### src/rtl/xor_serial_scheduler_pkg.sv
// Shared definitions for the bit-serial XOR scheduler: FSM state encodings and
// the default operand width.
package xor_serial_scheduler_pkg;

   localparam int DEFAULT_WIDTH = 16;

   typedef logic [1:0] state_t;

   localparam state_t ST_IDLE  = 2'd0;
   localparam state_t ST_SHIFT = 2'd1;
   localparam state_t ST_DONE  = 2'd2;

endpackage

### src/rtl/xor_serial_scheduler_xor.sv
// 1-bit XOR gate; the only XOR on the operand path, shared bit-serially by
// both requesters.
module xor_serial_scheduler_xor (
   input  logic a,
   input  logic b,
   output logic y
);

   assign y = a ^ b;

endmodule

### src/rtl/xor_serial_scheduler.sv
// Two-requester round-robin scheduler computing a XOR b one bit per cycle.
// Optional registered result parity port is enabled by XOR_SCHED_PARITY_EN.
module xor_serial_scheduler
   import xor_serial_scheduler_pkg::*;
#(
   parameter int WIDTH = DEFAULT_WIDTH
) (
   input  logic             clk,
   input  logic             rst_n,
   input  logic             req0,
   input  logic             req1,
   input  logic [WIDTH-1:0] a0,
   input  logic [WIDTH-1:0] b0,
   input  logic [WIDTH-1:0] a1,
   input  logic [WIDTH-1:0] b1,
   output logic             gnt0,
   output logic             gnt1,
   output logic             busy,
   output logic             done,
   output logic [WIDTH-1:0] result,
   output logic             result_id
`ifdef XOR_SCHED_PARITY_EN
   ,
   output logic             parity
`endif
);

   localparam int CW = $clog2(WIDTH + 1);
   localparam logic [CW-1:0] CNT_LAST = CW'(WIDTH - 1);

   state_t           state_q, state_d;
   logic [CW-1:0]    cnt_q, cnt_d;
   logic [WIDTH-1:0] a_sr_q, a_sr_d;
   logic [WIDTH-1:0] b_sr_q, b_sr_d;
   logic [WIDTH-2:0] res_sr_q, res_sr_d;
   logic             rr_q, rr_d;
   logic             id_q, id_d;
   logic [WIDTH-1:0] result_q, result_d;
   logic             result_id_q, result_id_d;
   logic             done_q, done_d;
`ifdef XOR_SCHED_PARITY_EN
   logic             parity_q, parity_d;
`endif

   logic             xor_bit;
   logic [WIDTH-1:0] res_full;
   logic             sel;

   xor_serial_scheduler_xor u_xor (
      .a (a_sr_q[0]),
      .b (b_sr_q[0]),
      .y (xor_bit)
   );

   // The first WIDTH-1 result bits live in res_sr_q; the gate output completes the word.
   assign res_full = {xor_bit, res_sr_q};

   always_comb begin
      // NOTE: every signal gets a default before the case so no path can infer a latch.
      state_d     = state_q;
      cnt_d       = cnt_q;
      a_sr_d      = a_sr_q;
      b_sr_d      = b_sr_q;
      res_sr_d    = res_sr_q;
      rr_d        = rr_q;
      id_d        = id_q;
      result_d    = result_q;
      result_id_d = result_id_q;
      done_d      = 1'b0;
`ifdef XOR_SCHED_PARITY_EN
      parity_d    = parity_q;
`endif
      gnt0        = 1'b0;
      gnt1        = 1'b0;
      sel         = 1'b0;

      case (state_q)
         ST_IDLE: begin
            if (req0 || req1) begin
               // rr_q names the requester favoured on a tie; a lone request ignores it.
               sel = (req0 && req1) ? rr_q : req1;
               if (sel) begin
                  gnt1   = 1'b1;
                  a_sr_d = a1;
                  b_sr_d = b1;
               end else begin
                  gnt0   = 1'b1;
                  a_sr_d = a0;
                  b_sr_d = b0;
               end
               id_d    = sel;
               rr_d    = ~sel;
               cnt_d   = '0;
               state_d = ST_SHIFT;
            end
         end
         ST_SHIFT: begin
            a_sr_d   = a_sr_q >> 1;
            b_sr_d   = b_sr_q >> 1;
            res_sr_d = res_full[WIDTH-1:1];
            cnt_d    = cnt_q + 1'b1;
            if (cnt_q == CNT_LAST) begin
               state_d     = ST_DONE;
               done_d      = 1'b1;
               result_d    = res_full;
               result_id_d = id_q;
`ifdef XOR_SCHED_PARITY_EN
               parity_d    = ^res_full;
`endif
            end
         end
         ST_DONE: begin
            state_d = ST_IDLE;
         end
         default: begin
            state_d = ST_IDLE;
         end
      endcase
   end

   // NOTE: state updates use non-blocking assignments so all flops sample the same pre-edge values.
   always_ff @(posedge clk or negedge rst_n) begin
      if (!rst_n) begin
         state_q     <= ST_IDLE;
         cnt_q       <= '0;
         a_sr_q      <= '0;
         b_sr_q      <= '0;
         res_sr_q    <= '0;
         rr_q        <= 1'b0;
         id_q        <= 1'b0;
         result_q    <= '0;
         result_id_q <= 1'b0;
         done_q      <= 1'b0;
`ifdef XOR_SCHED_PARITY_EN
         parity_q    <= 1'b0;
`endif
      end else begin
         state_q     <= state_d;
         cnt_q       <= cnt_d;
         a_sr_q      <= a_sr_d;
         b_sr_q      <= b_sr_d;
         res_sr_q    <= res_sr_d;
         rr_q        <= rr_d;
         id_q        <= id_d;
         result_q    <= result_d;
         result_id_q <= result_id_d;
         done_q      <= done_d;
`ifdef XOR_SCHED_PARITY_EN
         parity_q    <= parity_d;
`endif
      end
   end

   assign busy      = (state_q != ST_IDLE);
   assign done      = done_q;
   assign result    = result_q;
   assign result_id = result_id_q;
`ifdef XOR_SCHED_PARITY_EN
   assign parity    = parity_q;
`endif

endmodule
### config.mk
export PLATFORM = sky130hd
export DESIGN_NAME = xor_serial_scheduler
export DESIGN_NICKNAME = d
export VERILOG_FILES = /design/src/rtl/xor_serial_scheduler_pkg.sv /design/src/rtl/xor_serial_scheduler_xor.sv /design/src/rtl/xor_serial_scheduler.sv
export SDC_FILE = /design/constraint.sdc
export NUM_CORES = 1
export LEC_CHECK = 0
export ABC_CLOCK_PERIOD_IN_PS = 2400
export BUFFER_PORTS_ARGS = -buffer_cell sky130_fd_sc_hd__buf_2
export CAP_MARGIN = 5
export CORE_UTILIZATION = 45
export CTS_BUF_LIST = sky130_fd_sc_hd__clkbuf_16
export DETAILED_ROUTE_END_ITERATION = 16
export PLACE_DENSITY_LB_ADDON = 0.25
export SLEW_MARGIN = 20
export SYNTH_ARGS = -nofsm -noshare
export SYNTH_HDL_FRONTEND = slang
export SYNTH_SLANG_ARGS = --single-unit
### constraint.sdc
create_clock -name clk -period 2.4 [get_ports clk]
set_input_delay 0.36 -clock clk [delete_from_list [all_inputs] [get_ports clk]]
set_output_delay 0.36 -clock clk [all_outputs]
set_load 0.03 [all_outputs]
==> Word level (Yosys, flattened, before mapping) <==
Index checks and enable logic that the tools add are counted.
{ "op_classes": {"n_div": 0, "n_reduce_logical": 9, "eq_ne": 4, "n_lt_le_gt_ge": 0, "n_addsub": 1, "mux": 20, "mul": 0, "bitwise_logic": 2, "shifts": 0} }
{ "op_table": {"columns": ["op", "count"], "rows": [
  ["16-bit 2-to-1 mux", 4],
  ["16-bit case mux with 2 select lines", 2],
  ["5-bit case mux with 2 select lines", 1],
  ["1-bit 2-to-1 mux", 9],
  ["2-bit AND reduction", 4],
  ["5-bit by 1-bit adder with 5-bit output (second input constant)", 1],
  ["5-bit by 4-bit == test with 1-bit output (second input constant)", 1],
  ["5-bit 2-to-1 mux", 1],
  ["2-bit 2-to-1 mux", 2],
  ["2-bit inequality test (second input constant)", 2],
  ["2-bit case mux with 2 select lines", 1],
  ["2-bit nonzero test", 2],
  ["2-bit by 1-bit == test with 1-bit output (second input constant)", 1],
  ["2-bit zero test", 1],
  ["1-bit logical AND", 1],
  ["1-bit logical OR", 1],
  ["1-bit inverter", 1],
  ["1-bit XOR", 1]
]} }
{ "word_totals": {"output_inout_bits": 21, "mem_count": 0, "input_bits": 68, "latch_bits": 0, "ram_bits": 0, "romBits": 0, "ff_bits": 74} }

==> Logic depth before layout (Yosys ltp) <==
Gate-level depths: netlist (run 1).
{ "depth": {"word_depth": 5, "depth_mapped": 9, "ltp_nobuf": 8} }

==> By module <==
From an unflattened synthesis (run 1), not the netlist that was laid out.
{ "unflattened": {"hier_cells": 356, "area_unflattened_um2": 3741.1} }
{ "modules_own_cells": {"columns": ["module", "area_per_inst_um2", "seq_area_each_um2", "n_inst", "cells_per_inst"], "rows": [
  ["xor_serial_scheduler", 3732.3, 1851.8, 1, 355],
  ["xor_serial_scheduler_xor", 8.8, 0.0, 1, 1]
]} }

==> Worst setup path before layout (run 1) <==
No wires, ideal clock.
{ "synth_path": {"path_type": "reg2reg", "from": "reg state_q[0]", "to": "reg a_sr_q[15]", "synth_period_minus_slack_ns": 1.799, "slack_ns": 0.601, "arrival_ns": 1.734, "path_stages_with_launch": 5, "cell_sequence": "dfrtp_1 -> buf_2 -> a2111oi_2 -> a22o_1 -> a21o_1"} }
{ "synth_via": {"elab_chain_cells": 3, "elab_cells_between_ends": 6, "classes_between": "2 x eq/ne; 1 x mux; 3 x reduce/logical"} }
{ "synth_lines": {"columns": ["item", "line", "text"], "rows": [
  ["from (decl)", "xor_serial_scheduler.sv:31", "state_t state_q, state_d;"],
  ["from (signal assigned)", "xor_serial_scheduler.sv:138", "state_q <= state_d;"],
  ["2-bit by 1-bit == test with 1-bit output / 2-bit zero test (equally long branches)", "xor_serial_scheduler.sv:77", "case (state_q)"],
  ["2-bit nonzero test (no line) / 2-bit inequality test (equally long branches)", null, null],
  ["2-bit AND reduction (no line)", null, null],
  ["to (signal assigned)", "xor_serial_scheduler.sv:140", "a_sr_q <= a_sr_d;"],
  ["to (decl)", "xor_serial_scheduler.sv:33", "logic [WIDTH-1:0] a_sr_q, a_sr_d;"]
]} }
Several ways; a longest one is shown, not always the timed one.
A chain may end at the register's enable or synchronous reset.

==> Worst setup path in the final report (run 1) <==
{ "layout_path": {"from": "reg state_q[0]", "to": "out gnt0"} }
{ "layout_via": {"elab_chain_cells": 2} }
{ "layout_lines": {"columns": ["item", "line", "text"], "rows": [
  ["2-bit zero test", "xor_serial_scheduler.sv:77", null],
  ["1-bit 2-to-1 mux", "xor_serial_scheduler.sv:77", null],
  ["to (decl)", "xor_serial_scheduler.sv:16", "output logic gnt0,"]
]} }
Every way passes these cells.

==> run_results.csv, run 1 <==
group,metric,value,unit
outcome,status,"finished clean",
worst_setup_path,critPathRequiredTime,2040,ps
drt,met3_length,386,um
clocking,postCtsHoldBufs,0,
global_routing,via_count_of_the_first_global_routing_pass,2745,
worst_hold_path,min-delay-path-class,"primary input to asynchronous set/reset pin",
synthesis,synth-main-ff-cell,"sky130_fd_sc_hd__dfrtp_1",
drt,wirelength_met1,3530,um
drt,drt_drc_violations_left,0,
final_layout,diode_insertion_count_for_antenna_repair,0,
synthesis,synth.yosys.seq_area_share,0.508,
worst_setup_path,worst_path_dominant_cell_family,"flip-flops",
placed_design,place_hpwl,5170,um
floorplanning,initial_utilization,0.470,
worst_setup_path,crit_path_top_delay_cell,"sky130_fd_sc_hd__dfrtp_1",
drt,vias,2766,
synthesis,synth-warning-count,0,
worst_setup_path,timing.critical_path.to_type,"output port",
timing,final_worst_path_period_share,0.898,
placed_design,gp_congestion,0.777,
synthesis,synth_cell_type_count,34,
placed_design,pre_cts_slack,352,ps
global_routing,grt_first_pass_wirelength,12800,um
floorplanning,core_area,0.00777,mm^2
worst_setup_path,critPathLaunchType,"flop",
global_routing,grt_overflow_total,0,
floorplanning,die_w,92.0,um
timing,finalWorstSetupSlack,244,ps
synthesis,postSynth.asyncResetShare,1.00,
worst_setup_path,critical_path.startpoint,"state_q[0]",
synthesis,synth-edff-count,0,
timing,final-max-slew-violation-count,0,
drt,vias_per_cell,5.09,
synthesis,synthTopCellsByArea,"sky130_fd_sc_hd__dfrtp_1, sky130_fd_sc_hd__a211oi_2, sky130_fd_sc_hd__nand2_1, sky130_fd_sc_hd__mux2i_1, sky130_fd_sc_hd__nor3b_1",
clocking,htree_depth,3,
global_routing,number_of_antenna_violations_at_the_first_check_in_global_routing,0,
drt,drt_first_pass_iters,4,
drt,postRouteAntennaNets,0,
worst_setup_path,crit_cells,2,
global_routing,grt_start_max_net_pins,75,
timing,timing.max_slew.rel_slack,0.385,
final_layout,flow.area_growth_from_synthesis,21.8,%
worst_setup_path,regToRegSetupSlack,330,ps
floorplanning,fp.dieH,92.0,um
worst_setup_path,crit_path_max_fanout,22,
worst_setup_path,number_of_cells_on_the_worst_reg_to_reg_path,4,
floorplanning,ios,89,
timing,period_minus_slack,2160,ps
worst_setup_path,cp.arrival,1800,ps
pwr,irDropWorstVdd,0.540,mV
global_routing,grt_use_total,0.195,
drt,initialDrtViolationCount,157,
synthesis,syn-cell-area,0.00365,mm^2
final_layout,drive_gt1_frac,0.333,
drt,route.top_layer_used,"met4",
floorplanning,fp.dieArea,0.00847,mm^2
timing,fin_setup_tns,0,ps
synthesis,post-synth-top-area-fraction,0.508,
pwr,pwr_density_cell,1230,mW/mm^2
clocking,cts_tree,"done",
clocking,cts_buffers,9,
worst_setup_path,path_buf_inv,1,
drt,wl_met2,3750,um
floorplanning,fp-row-count,32,
timing,number_of_setup_violations_in_the_final_report,0,
drt,postRouteWirelength,7720,um
placed_design,place.port_buffers,88,
worst_setup_path,max_stage_delay,590,ps
clocking,cts.repair.resized,0,
drt,wl_per_cell,14.2,um
clocking,cts.root.buffer_cell,"sky130_fd_sc_hd__clkbuf_16",
clocking,cts_setup_buffers,0,
synthesis,syn_area_per_cell,10.3,um^2
timing,fmaxAchievable,464,MHz
worst_setup_path,rr_startpoint,"state_q[0]",
timing,timing_worst_slew_pin_value,923,ps
synthesis,synth-seq-cells,74,
synthesis,yosys.cell_count.top_type,"sky130_fd_sc_hd__nand2_1",
synthesis,synth_fp_nets,424,
worst_setup_path,crit_path_end,"gnt0",
worst_setup_path,critPathKind,"flop to output port",
final_layout,fill_cells,700,
worst_setup_path,regToRegEndpoint,"id_q",
clocking,clock_net_sink_count,74,
final_layout,nets,506,
run,cap_viol_max_count,0,
synthesis,syn_inst,354,
clocking,clkLatencyLatePin,330,ps
clocking,ctsLongestPathBuffers,2,
timing,skew,5.71,ps
synthesis,synth_common_cells,"sky130_fd_sc_hd__nand2_1, sky130_fd_sc_hd__dfrtp_1, sky130_fd_sc_hd__nor2_1",
worst_setup_path,chain_of_cells_forming_the_critical_path,"a2111oi_2, buf_2",
clocking,clk_transition_reported_paths,60,ps
timing,timing.final.hold_violations,0,
synthesis,synth_top_cell_by_area,"sky130_fd_sc_hd__dfrtp_1",
timing,grt_setup_unrepaired,"no",
pwr,power_leakage,2.33,nW
report_power, final:
group          switching, W  internal, W  total [W]
sequential         0.000365      0.00180    0.00217
clock              0.000512     0.000802    0.00131
combinational       0.00119     0.000817    0.00200
total               0.00206      0.00342    0.00549
cells in the final DEF, fill, tap and decap left out, types with 2 or more instances in the layout:
cell,n
sky130_fd_sc_hd__nor2_1,33
sky130_fd_sc_hd__nor2b_1,2
sky130_fd_sc_hd__buf_4,8
sky130_fd_sc_hd__inv_1,5
sky130_fd_sc_hd__nor3b_1,30
sky130_fd_sc_hd__buf_2,87
sky130_fd_sc_hd__dfrtp_1,74
sky130_fd_sc_hd__a211oi_2,29
sky130_fd_sc_hd__mux2i_1,30
sky130_fd_sc_hd__a21oi_1,3
sky130_fd_sc_hd__inv_2,2
sky130_fd_sc_hd__o21ai_0,6
sky130_fd_sc_hd__a21o_1,2
sky130_fd_sc_hd__a22o_1,3
sky130_fd_sc_hd__nand2_1,92
sky130_fd_sc_hd__o22ai_1,2
sky130_fd_sc_hd__clkinv_4,3
sky130_fd_sc_hd__clkbuf_16,9
sky130_fd_sc_hd__ha_1,2
stage by stage:
step / total power [W] / cell area (um^2) / utilization / instances / hold WS, ps
6_report: 0.00549 / 4440 / 0.572 / 543 / 170
5_1_grt: 0.00585 / 4440 / 0.572 / 543 / 235
4_1_cts: 0.00554 / 4440 / 0.572 / 543 / 202
3_5_place_dp: 0.00420 / 4150 / 0.534 / 527 / 459
3_3_place_gp: 0.00412 / 4150 / 0.534 / 527 / 458
2_1_floorplan: 0.00369 / 3650 / - / 354 / 64.4
how the worst min path moves through the flow:
| stage | startpoint | end | slack [ps] | cells past startpoint |
|---|---|---|---|---|
| after floorplan | rst_n | a_sr_q[0] | 60 | 0 |
| after global placement | result[8] | result[8] | 460 | 2 |
| after detailed placement | result[5] | result[5] | 460 | 2 |
| after CTS | rst_n | a_sr_q[3] | 200 | 1 |
| after global routing | b1[15] | b_sr_q[15] | 240 | 2 |
| final | rst_n | a_sr_q[4] | 170 | 1 |
registers in the layout (all words and copies together) (netlist names):
register and cells:
id_q 1, b_sr_q 16, result_id 1, state_q 2, done 1, res_sr_q 15, cnt_q 5, result 16
a_sr_q 16, rr_q 1
worst reg2reg max path, cell delays in order, from the launching register on:
cell and delay, ps:
sky130_fd_sc_hd__dfrtp_1 710, sky130_fd_sc_hd__nor3_2 110, sky130_fd_sc_hd__or2_1 370, sky130_fd_sc_hd__nor2_8 550, sky130_fd_sc_hd__o22ai_1 190
cells by family after synthesis:
family | synth area share
multiplexers | 0.0823
adder cells (fa/ha/maj) | 0.00686
buffers and inverters | 0.0460
XOR/XNOR | 0.00240
AND/OR/NAND/NOR | 0.214
flip-flops | 0.508
AO/OA/AOI/OAI | 0.141
layout make-up:
cell class                 count  area [um^2]  share of cell area
timing repair buffer          96          515               0.116
clock inverter                 7         71.3              0.0161
tap                          102          128              0.0287
clock buffer                   9          225              0.0507
inverter                       6         22.5             0.00507
multi-input combinational    249         1630               0.366
sequential                    74         1850               0.417
per-layer routing:
metal,up-vias,track usage
met4,0,0.0677
met5,-,0
li1,1365,-
met2,63,0.314
met3,8,0.0547
met1,1330,0.251
(Power assumes the default switching activity.)
==> run 2, diff against run 1 <==
--- a/config.mk
+++ b/config.mk
@@ -10,9 +10,11 @@
 export CAP_MARGIN = 5
 export CORE_UTILIZATION = 45
 export CTS_BUF_LIST = sky130_fd_sc_hd__clkbuf_16
+export CTS_CLUSTER_SIZE = 12
 export DETAILED_ROUTE_END_ITERATION = 16
 export PLACE_DENSITY_LB_ADDON = 0.25
 export SLEW_MARGIN = 20
 export SYNTH_ARGS = -nofsm -noshare
 export SYNTH_HDL_FRONTEND = slang
+export SYNTH_HIERARCHICAL = 1
 export SYNTH_SLANG_ARGS = --single-unit
==> run 2 against run 1 <==
- the flow now finishes with violations (hold timing)
- sequential share of layout area down 0.65 points
- routed wire length decreased by 3.0%
- critical endpoint is now gnt1
- first-iteration DRC count fell by 9.6%
- count of clock-buffer cells in the layout stayed put
- sequential cell count unchanged
==> run_results.csv, run 2 <==
group,metric,value,unit
pwr,totalPowerFinal,0.00560,W
synthesis,synth-edff-count,0,
synthesis,synth_common_cells,"sky130_fd_sc_hd__nand2_1, sky130_fd_sc_hd__dfrtp_1, sky130_fd_sc_hd__nor2_1",
final_layout,diode_insertion_count_for_antenna_repair,0,
floorplanning,fp.dieH,93.2,um
synthesis,syn_inst,356,
final_layout,finish.instance_area,0.00451,mm^2
timing,final_worst_path_period_share,0.872,
worst_setup_path,timing.critical_path.to_type,"output port",
worst_hold_path,min-delay-path-class,"primary input to asynchronous set/reset pin",
placed_design,placedInstanceArea,0.00420,mm^2
drt,drt_drc_violations_left,0,
final_layout,final_common_cell,"sky130_fd_sc_hd__nand2_1",
worst_setup_path,regToRegSetupSlack,390,ps
clocking,clk_transition_reported_paths,60,ps
drt,initialDrtViolationCount,142,
timing,timing_worst_slew_pin_value,681,ps
pwr,power.switching,0.00205,W
final_layout,multi_input_comb_area,0.00166,mm^2
clocking,cts_buffers,9,
clocking,htree_depth,3,
timing,timing.max_slew.rel_slack,0.546,
drt,postRouteWirelength,7490,um
pwr,clock_power_share,0.250,
pwr,combinationalPowerShare,0.367,
worst_setup_path,number_of_cells_on_the_worst_reg_to_reg_path,5,
final_layout,finalCoreUtilization,0.572,
final_layout,ff_latch_area,0.00185,mm^2
floorplanning,die_w,93.2,um
timing,period_minus_slack,2090,ps
clocking,cts.repair.resized,0,
global_routing,grt_first_pass_wirelength,13000,um
outcome,failing_checks,"hold timing",
clocking,cts.root.buffer_cell,"sky130_fd_sc_hd__clkbuf_16",
final_layout,flow.area_growth_from_synthesis,20.6,%
floorplanning,initial_utilization,0.474,
placed_design,place.port_buffers,88,
timing,timing.final.hold_violations,6,
synthesis,synth-seq-cells,74,
synthesis,synth_fp_nets,426,
timing,fmaxAchievable,478,MHz
synthesis,synth-warning-count,6,
synthesis,synthTopCellsByArea,"sky130_fd_sc_hd__dfrtp_1, sky130_fd_sc_hd__a211oi_2, sky130_fd_sc_hd__nand2_1, sky130_fd_sc_hd__mux2i_1, sky130_fd_sc_hd__nor3b_1",
final_layout,drive_gt1_frac,0.336,
timing,grt_setup_unrepaired,"no",
worst_setup_path,crit_path_top_delay_cell,"sky130_fd_sc_hd__dfrtp_1",
floorplanning,fp.dieArea,0.00868,mm^2
worst_setup_path,cp.arrival,1730,ps
drt,vias_per_cell,4.95,
drt,postRouteAntennaNets,0,
pwr,pwr_density_cell,1240,mW/mm^2
drt,drt_first_pass_iters,4,
clocking,clock_net_sink_count,74,
clocking,clkLatencyLatePin,330,ps
worst_setup_path,critPathRequiredTime,2040,ps
pwr,internal_power,0.00354,W
synthesis,yosys.cell_count.top_type,"sky130_fd_sc_hd__nand2_1",
timing,hold_slack,-2.88,ps
synthesis,synth_top_cell_by_area,"sky130_fd_sc_hd__dfrtp_1",
global_routing,number_of_antenna_violations_at_the_first_check_in_global_routing,0,
pwr,p_sw_frac,0.367,
clocking,postCtsHoldBufs,0,
synthesis,postSynth.asyncResetShare,1.00,
worst_setup_path,critPathKind,"flop to output port",
floorplanning,core_area,0.00789,mm^2
final_layout,fill_cells,695,
worst_setup_path,path_buf_inv,2,
synthesis,post-synth-top-area-fraction,0.495,
global_routing,grt_overflow_total,0,
global_routing,grt_start_max_net_pins,40,
synthesis,syn_area_per_cell,10.5,um^2
synthesis,synth-main-ff-cell,"sky130_fd_sc_hd__dfrtp_1",
clocking,ctsLongestPathBuffers,2,
drt,wl_per_cell,13.7,um
placed_design,place_hpwl,5050,um
floorplanning,ios,89,
worst_setup_path,chain_of_cells_forming_the_critical_path,"nor2_1, inv_1, nor2_1, buf_2",
timing,final-max-slew-violation-count,0,
worst_setup_path,critPathLaunchType,"flop",
worst_setup_path,regToRegEndpoint,"result[0]",
floorplanning,fp-row-count,32,
synthesis,synth.yosys.seq_area_share,0.495,
worst_setup_path,rr_startpoint,"state_q[1]",
pwr,irDropWorstVdd,0.537,mV
worst_setup_path,worst_path_most_repeated_cell,"sky130_fd_sc_hd__nor2_1",
clocking,cts_tree,"done",
timing,fin_setup_tns,0,ps
global_routing,via_count_of_the_first_global_routing_pass,2725,
worst_setup_path,max_stage_delay,590,ps
timing,number_of_setup_violations_in_the_final_report,0,
outcome,status,"finished, violations left",
final_layout,nets,509,
worst_setup_path,crit_path_max_fanout,16,
placed_design,gp_congestion,0.803,
pwr,share_seq_of_total_power,0.383,
final_layout,most-common-layout-cells,"sky130_fd_sc_hd__nand2_1, sky130_fd_sc_hd__buf_2, sky130_fd_sc_hd__dfrtp_1",
drt,vias,2704,
pwr,power_leakage,2.37,nW
timing,skew,3.91,ps
synthesis,synth_cell_type_count,35,
global_routing,grt_use_total,0.193,
synthesis,syn-cell-area,0.00374,mm^2
worst_setup_path,worst_path_dominant_cell_family,"flip-flops",
run,cap_viol_max_count,0,
clocking,cts_setup_buffers,0,
[run 2: cell count changes after synthesis, moves of 2 or more]
| cell | before | now |
|---|---|---|
| sky130_fd_sc_hd__nand2_1 | 92 | 96 |
| sky130_fd_sc_hd__buf_12 | 0 | 3 |
| sky130_fd_sc_hd__o21ai_0 | 6 | 4 |
| sky130_fd_sc_hd__buf_2 | 8 | 6 |
| sky130_fd_sc_hd__buf_6 | 3 | 6 |
| sky130_fd_sc_hd__buf_4 | 5 | 2 |
[run 2: cell type report]
| cell class | instances | area share |
|---|---|---|
| sequential | 74 | 0.410 |
| timing repair buffer | 97 | 0.119 |
| clock buffer | 9 | 0.0499 |
| tap | 102 | 0.0283 |
| multi-input combinational | 251 | 0.369 |
| clock inverter | 7 | 0.0189 |
| inverter | 6 | 0.00499 |
[run 2: worst reg2reg max path, delay by kind of cell (launching register included)]
family / cells / cell delay (ps)
simple gates: 3 / 580
buf+inv: 2 / 600
flops: 1 / 720
[run 2: how the worst max path moves through the flow]
stage                 endpoint  slack, ps        from  depth (start not counted)
floorplan                 gnt1        610  state_q[0]                          4
global placement    result[14]        470  state_q[1]                          5
detailed placement   result[5]        390  state_q[1]                          5
CTS                       gnt1        300  state_q[1]                          4
global route              gnt1        170  state_q[1]                          4
finish                    gnt1        310  state_q[1]                          4
[run 2: kinds of logic (layout without fill, tap and decap cells)]
group / Yosys count / in the layout / share of synthesized area
XOR/XNOR: 1 / 1 / 0.00234
adder cells (fa/ha/maj): 2 / 2 / 0.00669
multiplexers: 30 / 30 / 0.0803
AND/OR/NAND/NOR: 170 / 170 / 0.212
flip-flops: 74 / 74 / 0.495
AO/OA/AOI/OAI: 48 / 48 / 0.143
buffers and inverters: 31 / 119 / 0.0602
[run 2: power by group through the flow]
| stage | logic [W] | registers [W] | clock network (W) |
|---|---|---|---|
| global route | 0.00231 | 0.00222 | 0.00148 |
| finish | 0.00205 | 0.00215 | 0.00140 |
| CTS | 0.00209 | 0.00215 | 0.00143 |
| floorplan | 0.00147 | 0.00232 | 0 |
| global placement | 0.00202 | 0.00216 | 0 |
| detailed placement | 0.00208 | 0.00216 | 0 |
[run 2: stage by stage]
step / std cells / setup slack (ps)
after global placement: 530 / 471
after global routing: 546 / 173
after detailed placement: 530 / 386
final: 546 / 308
after CTS: 546 / 301
after floorplan: 356 / 610
[run 2: per-layer routing]
metal,global-route usage,part of all wire
met1,0.264,0.48
met2,0.306,0.46
met3,0.0407,0.047
met4,0.0615,0.013
met5,0,0
